<file path="config.mk">
export PLATFORM = sky130hd
export DESIGN_NAME = mmio_slot_ctrl
export DESIGN_NICKNAME = d
export VERILOG_FILES = /design/src/rtl/mmio_slot_ctrl.sv
export SDC_FILE = /design/constraint.sdc
export NUM_CORES = 1
export LEC_CHECK = 0
export BUFFER_PORTS_ARGS = -buffer_cell sky130_fd_sc_hd__buf_4
export CAP_MARGIN = 20
export CORE_AREA = 2 2 463 465
export CTS_BUF_LIST = sky130_fd_sc_hd__clkbuf_8
export DETAILED_ROUTE_END_ITERATION = 10
export DIE_AREA = 0 0 465 467
export SLEW_MARGIN = 5
export SYNTH_ARGS = -nofsm -noshare
export SYNTH_HDL_FRONTEND = slang
export SYNTH_SLANG_ARGS = --single-unit
</file>
<file path="constraint.sdc">
create_clock -name clk -period 5.7 [get_ports clk]
set_clock_uncertainty 0.1 [all_clocks]
set_input_delay 1.425 -clock clk [delete_from_list [all_inputs] [get_ports clk]]
set_output_delay 1.425 -clock clk [all_outputs]
set_load 0.1 [all_outputs]
</file>
<file path="src/rtl/mmio_slot_ctrl.sv">
// mmio_slot_ctrl: registered MMIO front end that decodes the slot index and drives shared slot strobes.
// Ports: clk/reset (async, active-high); mmio_req/wr/rd/addr/wr_data in from the bus bridge;
// mmio_ready/ack/rd_data back to it; slot_cs/read/write/addr/wr_data out to the slots;
// slot_rd_data in (slot k at [32k+31:32k]). Define MMIO_ERR_EN to add the mmio_err output.
module mmio_slot_ctrl #(
  parameter int N_SLOTS = 32,
  parameter int SLOT_W = 6
) (
  input  logic                    clk,
  input  logic                    reset,
  input  logic                    mmio_req,
  input  logic                    mmio_wr,
  input  logic                    mmio_rd,
  input  logic [SLOT_W+4:0]       mmio_addr,
  input  logic [31:0]             mmio_wr_data,
  output logic                    mmio_ready,
  output logic                    mmio_ack,
`ifdef MMIO_ERR_EN
  output logic                    mmio_err,
`endif
  output logic [31:0]             mmio_rd_data,
  output logic [N_SLOTS-1:0]      slot_cs,
  output logic                    slot_read,
  output logic                    slot_write,
  output logic [4:0]              slot_addr,
  output logic [31:0]             slot_wr_data,
  input  logic [N_SLOTS*32-1:0]   slot_rd_data
);
  typedef enum logic [1:0] {IDLE, ACCESS, RESP} state_t;
`ifdef MMIO_ERR_EN
  localparam logic [31:0] UNPOP_DATA = 32'hDEAD_BEEF;
`else
  localparam logic [31:0] UNPOP_DATA = 32'h0;
`endif
  state_t state;
  logic [SLOT_W-1:0] req_slot, acc_slot;
  logic [N_SLOTS-1:0] req_cs;
  logic [31:0] acc_word;
  logic acc_pop, acc_rd;
  logic is_wr, is_rd;
  assign req_slot = mmio_addr[SLOT_W+4:5];
  assign acc_pop = {1'b0, acc_slot} < (SLOT_W+1)'(N_SLOTS);
  assign mmio_ready = state == IDLE;
  assign is_wr = mmio_wr;
  assign is_rd = !mmio_wr && mmio_rd;
  // Unpopulated indices match no k, so their chip select and read word stay zero.
  always_comb begin
    req_cs = '0;
    acc_word = '0;
    for (int k = 0; k < N_SLOTS; k++) begin
      req_cs[k] = req_slot == SLOT_W'(k);
      if (acc_slot == SLOT_W'(k)) acc_word = slot_rd_data[32*k +: 32];
    end
  end
`ifdef MMIO_ERR_EN
  logic req_pop;
  assign req_pop = {1'b0, req_slot} < (SLOT_W+1)'(N_SLOTS);
`endif
  always_ff @(posedge clk or posedge reset) begin
    if (reset) begin
      state <= IDLE;
      acc_slot <= '0;
      acc_rd <= 1'b0;
      mmio_ack <= 1'b0;
      mmio_rd_data <= '0;
      slot_cs <= '0;
      slot_read <= 1'b0;
      slot_write <= 1'b0;
      slot_addr <= '0;
      slot_wr_data <= '0;
`ifdef MMIO_ERR_EN
      mmio_err <= 1'b0;
`endif
    end else begin
      mmio_ack <= 1'b0;
      slot_cs <= '0;
      slot_read <= 1'b0;
      slot_write <= 1'b0;
`ifdef MMIO_ERR_EN
      mmio_err <= 1'b0;
`endif
      case (state)
        IDLE: if (mmio_req) begin
          state <= ACCESS;
          acc_slot <= req_slot;
          acc_rd <= is_rd;
          slot_write <= is_wr;
          slot_read <= is_rd;
          // Writes and null ops complete in the strobe cycle; reads ack one cycle later.
          mmio_ack <= !is_rd;
          if (is_wr || is_rd) begin
            slot_cs <= req_cs;
            slot_addr <= mmio_addr[4:0];
          end
          if (is_wr) slot_wr_data <= mmio_wr_data;
`ifdef MMIO_ERR_EN
          mmio_err <= (is_wr && !req_pop) || (!is_wr && !is_rd);
`endif
        end
        ACCESS: begin
          state <= acc_rd ? RESP : IDLE;
          if (acc_rd) begin
            mmio_ack <= 1'b1;
            mmio_rd_data <= acc_pop ? acc_word : UNPOP_DATA;
`ifdef MMIO_ERR_EN
            mmio_err <= !acc_pop;
`endif
          end
        end
        default: state <= IDLE;
      endcase
    end
  end
endmodule
</file>
# == After elaboration in Yosys (flattened, before gate mapping) ==
# Index checks and enable logic that the tools add are counted.
# word_totals
reg_bits,113
inputBits,1072
wordCells,132
out_inout_bits,105
# op_classes
n_mux,46
n_eq_ne,64
reduce_logical,11
n_lt_le_gt_ge,1
# op_table
op,n
2-to-1 mux 32 bit,36
equality test 6 x 5 -> 1 bit (second input constant),32
equality test 6 x 4 -> 1 bit (second input constant),16
equality test 6 x 3 -> 1 bit (second input constant),8
equality test 6 x 2 -> 1 bit (second input constant),4
equality test 6 x 1 -> 1 bit (second input constant),2
zero test 6 bit,2
less-than comparator 6 bit (second input constant),1
2-to-1 mux 1 bit,6
AND reduction 3 bit,2
2-to-1 mux 2 bit,2
case mux 2 bit (2 select lines),1
AND reduction 2 bit,2
equality test 2 x 1 -> 1 bit (second input constant),1
zero test 1 bit,2
zero test 2 bit,1
!= test 2 bit (second input constant),1
case mux 1 bit (2 select lines),1
logical AND 1 bit,1
logical OR 1 bit,1

# == Longest topological paths before layout ==
# Gate-level depths: netlist of the first run.
# logic_depth
ltp_word,34
ltp_mapped,12
mapped_depth_nobuf,8

# == Worst setup path before layout of the first run ==
# No wires, ideal clock.
# synth_path
kind,reg-to-output
start,register state[1]
end,output mmio_ready
arrival_ns,1.685
path_stages_with_launch,2
path_slack_ns,2.490
n_path_buf,0
required_time_ns,4.175
cell_sequence,dfrtp_1 -> nor2_1
# synth_between
elab_chain_cells,1
# synth_rtl
item,line_no,source
"start, declared",35,state_t state;
"start signal, assigned",101,state <= acc_rd ? RESP : IDLE;
zero test 2 bit,43,assign mmio_ready = state == IDLE;
"end, declared",16,"output logic mmio_ready,"
# Every way passes these cells.

# == Final worst setup path of the first run ==
# layout_path
start,register acc_slot[4]
end,register mmio_rd_data[18]
# layout_between
elab_chain_cells,34
elab_cells_between_ends,66
cone_classes,order compare: 1; eq/ne: 31; mux: 33; reduce/logical: 1
# layout_rtl
item,line_no,source
"start, declared",36,"logic [SLOT_W-1:0] req_slot, acc_slot;"
"start signal, assigned",85,acc_slot <= req_slot;
zero test 6 bit,52,if (acc_slot == SLOT_W'(k)) acc_word = slot_rd_data[32*k +: 32];
2-to-1 mux 32 bit (32 in series),52,
2-to-1 mux 32 bit (*),104,mmio_rd_data <= acc_pop ? acc_word : UNPOP_DATA;
"end signal, assigned",104,
"end, declared",21,"output logic [31:0] mmio_rd_data,"
# Mark *: on every way between the ends. The rest lies on a longest branch, timed or not.
# A chain may end at the register's enable or synchronous reset.

==> results.sh, run 1 <==
export IMPL_status="complete, no violations"
export IMPL_worst_pin_slew_ps=1190
export IMPL_p_leak_nw=10.7
export IMPL_cts_root_buf="clkbuf_8"
export IMPL_grt_pass1_vias=22996
export IMPL_critPathLaunchType="register"
export IMPL_gp_congestion=0.967
export IMPL_io_buffer_count=1176
export IMPL_cts_tree="done"
export IMPL_grtUsageTotal=0.236
export IMPL_synthesis_area_mm2=0.0124
export IMPL_worstPathRequired_ps=6140
export IMPL_drc=0
export IMPL_fp_dieArea_mm2=0.217
export IMPL_ir_drop_mv=0.175
export IMPL_fp_dieW_um=465
export IMPL_clock_sinks=113
export IMPL_cts_buffers=17
export IMPL_setup_tns_ps=0
export IMPL_cap_viol_max_count=0
export IMPL_row_count=169
export IMPL_postPlaceCellArea_mm2=0.0252
export IMPL_area_growth_pct=107
export IMPL_clock_path_buffers=2
export IMPL_synth_edf_count=0
export IMPL_vias=23613
export IMPL_fin_crit_sh=0.862
export IMPL_critPathArrivalTime_ps=5350
export IMPL_die_y_um=467
export IMPL_syn_inst=1667
export IMPL_min_from="slot_wr_data[5]"
export IMPL_grt_setup_unrepaired="false"
export IMPL_ctsResizeCount=0
export IMPL_clk_pin_slew_ps=110
export IMPL_period_needed_ps=4910
export IMPL_path_class="register to register"
export IMPL_finalSetupViolCount=0
export IMPL_synth_ff_type="dfrtp_1"
export IMPL_wl_per_cell_um=46.9
export IMPL_max_slew_margin=0.204
export IMPL_nFillCells=24636
export IMPL_synth_fp_nets=2739
export IMPL_layout_commonest_cell="buf_4"
export IMPL_viasPerCell=4.12
export IMPL_synth_cell_types=76
export IMPL_clk_latency_ps=610
export IMPL_finalNetCount=3891
export IMPL_final_cell_area_mm2=0.0257
export IMPL_synthArstFlopShare=1.00
export IMPL_finalMaxSlewViolations=0
export IMPL_crit_start="acc_slot[4]"
export IMPL_dp_hpwl_um=239000
export IMPL_grt_overflow_total=0
export IMPL_io_pins=1177
export IMPL_grt_antenna_before_repair=225
export IMPL_hold_viol=0
export IMPL_powerDensity_mw_per_mm2=263
export IMPL_drt_pass1_iter_count=7
export IMPL_cts_hold_buf=0
export IMPL_mostFrequentLayoutCells="buf_4 (1291), a22oi_1 (166), nand2_1 (164), o21ai_0 (143), nor2_1 (129)"
export IMPL_fin_cells=5726
export IMPL_max_clock_freq_ghz=0.204
export IMPL_grt_pass1_wl_um=317000
export IMPL_rrSetupSlack_ps=790
export IMPL_worstReg2RegStart="acc_slot[4]"
export IMPL_htreeDepth=4
export IMPL_yosys_register_bits=113
export IMPL_whs_ps=417
export IMPL_dpl_cell_count=5620
export IMPL_post_cts_setup_buffers=0
export IMPL_ys_warn_count=0
export IMPL_ant_nets=0
export IMPL_hold_path_class="register to register"
export IMPL_initialDrtViolationCount=2706
export IMPL_total_power_mw=6.75
export IMPL_core_area_mm2=0.212
export IMPL_critPathMaxFanout=25
export IMPL_drive_gt1_frac=0.510
export IMPL_start_util=0.0587
export IMPL_yosysSeqAreaShare=0.228
export IMPL_grt_max_degree=69
export IMPL_synth_area_per_cell_um2=7.46
export IMPL_end_kind="register"
export IMPL_route_final_wire_length_um=268000
==> cell type report <==
cell class,count,area (um2),area share
inverters,16,65.1,0.00253
clock inverters,15,123,0.00477
diodes,73,183,0.00711
multi-input cells,1375,8970,0.349
clock buffers,17,234,0.00910
well taps,2821,3530,0.137
repair buffers,1296,9760,0.380
flip-flops and latches,113,2840,0.110
==> stage by stage <==
step                       util  worst slack (ps)
final                     0.121               788
after global routing      0.121               643
after CTS                 0.121               636
after detailed placement  0.119               661
after global placement    0.119               681
after floorplan               -              1190
==> worst max-delay path, cell delays in order, from the launching register on <==
cell      delay, ps
dfrtp_1        1050
nor4b_2         970
and2_2          930
buf_4           420
a221oi_1        200
a221o_1         490
a22oi_1         490
o21a_1          200
==> where the power goes <==
group          internal (mW)  total, mW  switching, mW
Combinational           1.30       4.64           3.35
Sequential             0.967       1.20          0.234
Clock                  0.312      0.906          0.594
==> cell usage after synthesis (all sizes together) (16+ instances only) <==
| master | instances | area share |
|---|---|---|
| and3 | 30 | 0.015 |
| a31oi | 18 | 0.0091 |
| or3 | 16 | 0.0081 |
| nand3 | 54 | 0.022 |
| dfrtp | 113 | 0.23 |
| nand2 | 165 | 0.050 |
| o221ai | 40 | 0.028 |
| nor2 | 156 | 0.053 |
| a221oi | 74 | 0.052 |
| o211ai | 16 | 0.0097 |
| o21ai | 156 | 0.063 |
| a22oi | 166 | 0.10 |
| clkbuf | 67 | 0.020 |
| nor3 | 18 | 0.0072 |
| buf | 96 | 0.045 |
| o22ai | 51 | 0.026 |
| a222oi | 23 | 0.019 |
| a21oi | 121 | 0.049 |
| mux2 | 43 | 0.039 |
| a211oi | 24 | 0.014 |
==> state kept, by name, indices dropped and copies added, names as in the netlist <==
register and flops:
slot_cs 32, mmio_ack 1, acc_rd 1, slot_addr 5, state 2, acc_slot 6
slot_write 1, slot_read 1, slot_wr_data 32, mmio_rd_data 32
==> metal layers <==
metal / GRT usage / wire length (um) / vias to the layer above
li1: - / - / 9058
met1: 0.274 / 104000 / 11918
met2: 0.387 / 123000 / 1995
met3: 0.108 / 31000 / 476
met4: 0.0690 / 9270 / 166
met5: 0 / 1050 / -
==> cells by family (layout without fill, tap and decap cells) <==
logic type,count (synthesis),in the layout,share of synthesized area
AO/OA/AOI/OAI,796,796,0.446
AND/OR/NAND/NOR,528,528,0.211
flip-flops,113,113,0.228
other,0,73,0
buffers and inverters,179,1344,0.0704
multiplexers,51,51,0.0454
==> worst paths after layout <==
| path | to | cells after the start |
|---|---|---|
| max | mmio_rd_data[18] | 7 |
| min | slot_wr_data[5] | 1 |
| max reg2reg | mmio_rd_data[18] | 7 |
| min reg2reg | slot_wr_data[5] | 1 |
| max in group asynchronous | slot_wr_data[11] | 3 |
| min in group asynchronous | slot_cs[6] | 2 |
Power figures use the tool's default switching activity.
==> inputs of run 2 (changes only) <==
- ABC_AREA: default -> 1
- CORE_AREA: 2 2 463 465 -> 2 2 460 462
- DIE_AREA: 0 0 465 467 -> 0 0 462 464
==> run 2 against run 1 <==
  * Non-clock buffer count is 26 lower
  * Total power down 7.9%
  * Maximum frequency fell by 11%
  * Utilization increased by 0.41 points
  * Sequential cell count unchanged
  * Hold slack worse by 60 ps
  * Sequential share of layout area is 0.27 points lower
  * Synthesized cell count is 50% higher
  * Die area down 1.3%
  * Cell area increased by 2.1%
  * Via count shrank 3.8%
  * Combinational power down 7.8%
  * Highest routed layer unchanged
==> results.sh, run 2 <==
export IMPL_status="complete, no violations"
export IMPL_fin_ws_ps=180
export IMPL_end_kind="register"
export IMPL_total_power_mw=6.22
export IMPL_route_final_wire_length_um=190000
export IMPL_wl_per_cell_um=29.1
export IMPL_fp_dieArea_mm2=0.214
export IMPL_yosys_area_share_simple=0.601
export IMPL_max_slew_margin=0.298
export IMPL_io_pins=1177
export IMPL_synth_adder_area_share=0
export IMPL_cap_viol_max_count=0
export IMPL_grt_pass1_wl_um=232000
export IMPL_fp_dieW_um=462
export IMPL_cts_root_buf="clkbuf_8"
export IMPL_synth_top_family_by_area="simple AND/OR/NAND/NOR gates"
export IMPL_hold_path_class="register to register"
export IMPL_finalMaxSlewViolations=0
export IMPL_nFillCells=24767
export IMPL_powerDensity_mw_per_mm2=237
export IMPL_ir_drop_mv=0.287
export IMPL_crit_start="acc_slot[0]"
export IMPL_area_growth_pct=101
export IMPL_mostFrequentLayoutCells="buf_4 (1266), nand2_1 (1136), inv_1 (266), nor2_1 (203), nand4_1 (172)"
export IMPL_wirelength_met1_um=72500
export IMPL_hold_depth=1
export IMPL_drt_pass1_iter_count=5
export IMPL_worst_r2r_cell_count=25
export IMPL_start_util=0.0623
export IMPL_synth_top_area_frac=0.328
export IMPL_grt_antenna_before_repair=124
export IMPL_htreeDepth=4
export IMPL_initialDrtViolationCount=1792
export IMPL_clk_latency_ps=570
export IMPL_vias=22709
export IMPL_row_count=168
export IMPL_period_needed_ps=5520
export IMPL_drc=0
export IMPL_clock_path_buffers=2
export IMPL_synth_area_per_cell_um2=5.22
export IMPL_p_leak_nw=13.0
export IMPL_core_area_mm2=0.209
export IMPL_worstReg2RegStart="acc_slot[0]"
export IMPL_clk_pin_slew_ps=90
export IMPL_path_class="register to register"
export IMPL_grtUsageTotal=0.169
export IMPL_final_util=0.125
export IMPL_synth_fp_nets=3569
export IMPL_largestRegisters="mmio_rd_data (32), slot_cs (32), slot_wr_data (32)"
export IMPL_hold_viol=0
export IMPL_final_cell_area_mm2=0.0262
export IMPL_finalNetCount=4732
export IMPL_viasPerCell=3.48
export IMPL_gp_congestion=1.01
export IMPL_critPathArrivalTime_ps=5870
export IMPL_min_from="state[1]"
export IMPL_fin_cells=6520
export IMPL_finalSetupViolCount=0
export IMPL_synth_area_leaders="nand2_1 (33%), dfrtp_1 (22%), nand4_1 (8.3%), inv_1 (7.7%), nor2_1 (6.4%)"
export IMPL_grt_max_degree=78
export IMPL_synth_xor_area_frac=0
export IMPL_setup_tns_ps=0
export IMPL_post_cts_setup_buffers=0
export IMPL_die_y_um=464
export IMPL_grt_overflow_total=0
export IMPL_io_buffer_count=1176
export IMPL_critPathMaxFanout=20
export IMPL_worst_pin_slew_ps=1050
export IMPL_dr_wl_met2_um=90900
export IMPL_yosysSeqAreaShare=0.217
export IMPL_synth_compound_area_frac=0.0632
export IMPL_cts_buffers=17
export IMPL_cts_hold_buf=0
export IMPL_synth_edf_count=0
export IMPL_postPlaceCellArea_mm2=0.0258
export IMPL_dpl_cell_count=6446
export IMPL_cts_tree="done"
export IMPL_synth_mux_area_frac=0
export IMPL_max_clock_freq_ghz=0.181
export IMPL_wl_met3_um=16500
export IMPL_synthArstFlopShare=1.00
export IMPL_yosys_top_cells_count="nand2_1 (1138), inv_1 (268), nor2_1 (221), nand4_1 (172), nand3_1 (144)"
export IMPL_critPathLaunchType="register"
export IMPL_dp_hpwl_um=170000
export IMPL_whs_ps=358
export IMPL_ys_warn_count=0
export IMPL_syn_inst=2497
export IMPL_layout_commonest_cell="buf_4"
export IMPL_worstPathRequired_ps=6050
export IMPL_dpl_worst_slack_ps=-409
export IMPL_drive_gt1_frac=0.389
export IMPL_ant_nets=0
export IMPL_fin_crit_sh=0.968
export IMPL_clock_sinks=113
export IMPL_synth_top_area_cell="nand2_1"
export IMPL_grt_pass1_vias=22536
export IMPL_post_synth_top_count_cell="nand2_1"
export IMPL_synth_cell_types=28
export IMPL_top_layer="met5"
export IMPL_grt_setup_unrepaired="false"
export IMPL_yosys_register_bits=113
export IMPL_synthesis_area_mm2=0.0130
export IMPL_synth_ff_type="dfrtp_1"
==> run 2: cell count changes after synthesis, sizes merged, moves of 43 or more <==
| cell | delta |
|---|---|
| inv | +260 |
| mux2 | -43 |
| buf | -70 |
| nand3 | +90 |
| nor2 | +75 |
| or2 | +114 |
| nand4 | +162 |
| nand2 | +973 |
| o21ai | -118 |
| o22ai | -51 |
| a221oi | -74 |
| a22oi | -166 |
==> run 2: final cells by class <==
cell class	count	area, um2	area share
well taps	2805	3510	0.134
inverters	277	1050	0.0399
flip-flops and latches	113	2830	0.108
multi-input cells	1981	8810	0.336
clock inverters	15	130	0.00496
clock buffers	17	234	0.00891
diodes	42	105	0.00400
repair buffers	1270	9580	0.365
==> run 2: cell families after synthesis <==
family	Yosys count
DFF	113
and+or+nand+nor	1819
AOI/OAI and AO/OA	162
buffers and inverters	403
==> run 2: layer usage <==
layer	global-route usage	vias to the layer above
li1	-	10173
met1	0.188	10695
met2	0.292	1451
met3	0.0532	332
met4	0.0768	58
met5	0	-
==> run 2: worst paths after layout <==
path,slack [ps],endpoint
min in group asynchronous,790,mmio_rd_data[11]
min reg2reg,360,state[1]
max in group asynchronous,3700,slot_cs[10]
max reg2reg,180,mmio_rd_data[31]
min,360,state[1]
max,180,mmio_rd_data[31]
==> run 2: where the power goes <==
part           switching (mW)  leakage [nW]  internal (mW)  total, mW
Sequential              0.133          1.48          0.966       1.10
Clock                   0.528         0.187          0.314      0.842
Combinational            3.15          11.3           1.12       4.28
==> run 2: repair_timing <==
item,in CTS,in global routing
resized for setup,3,1
setup endpoints to repair,1,2
hold endpoints to repair,0,0
pin swaps,0,1
cloned,0,0
==> run 2: worst max-delay path, cell delays in order (launching register included) <==
cell     delay, ps
dfrtp_1        440
inv_1           90
nand2_1        160
nor2_4         320
nand2_2        100
buf_4          230
buf_4          220
or2_0          210
nand2_1         90
nand4_1         80
nand2_1         80
nand4_1        240
nand2_1        290
nand4_1        350
nor2_4         330
nand4_1        200
nand2_1        250
nand3_1        360
nand2_1        300
nand4_1        220
nor2_1         180
nand4_1         90
nand2_1         90
nand2_1        180
nand2_1        100
nand2_1         50
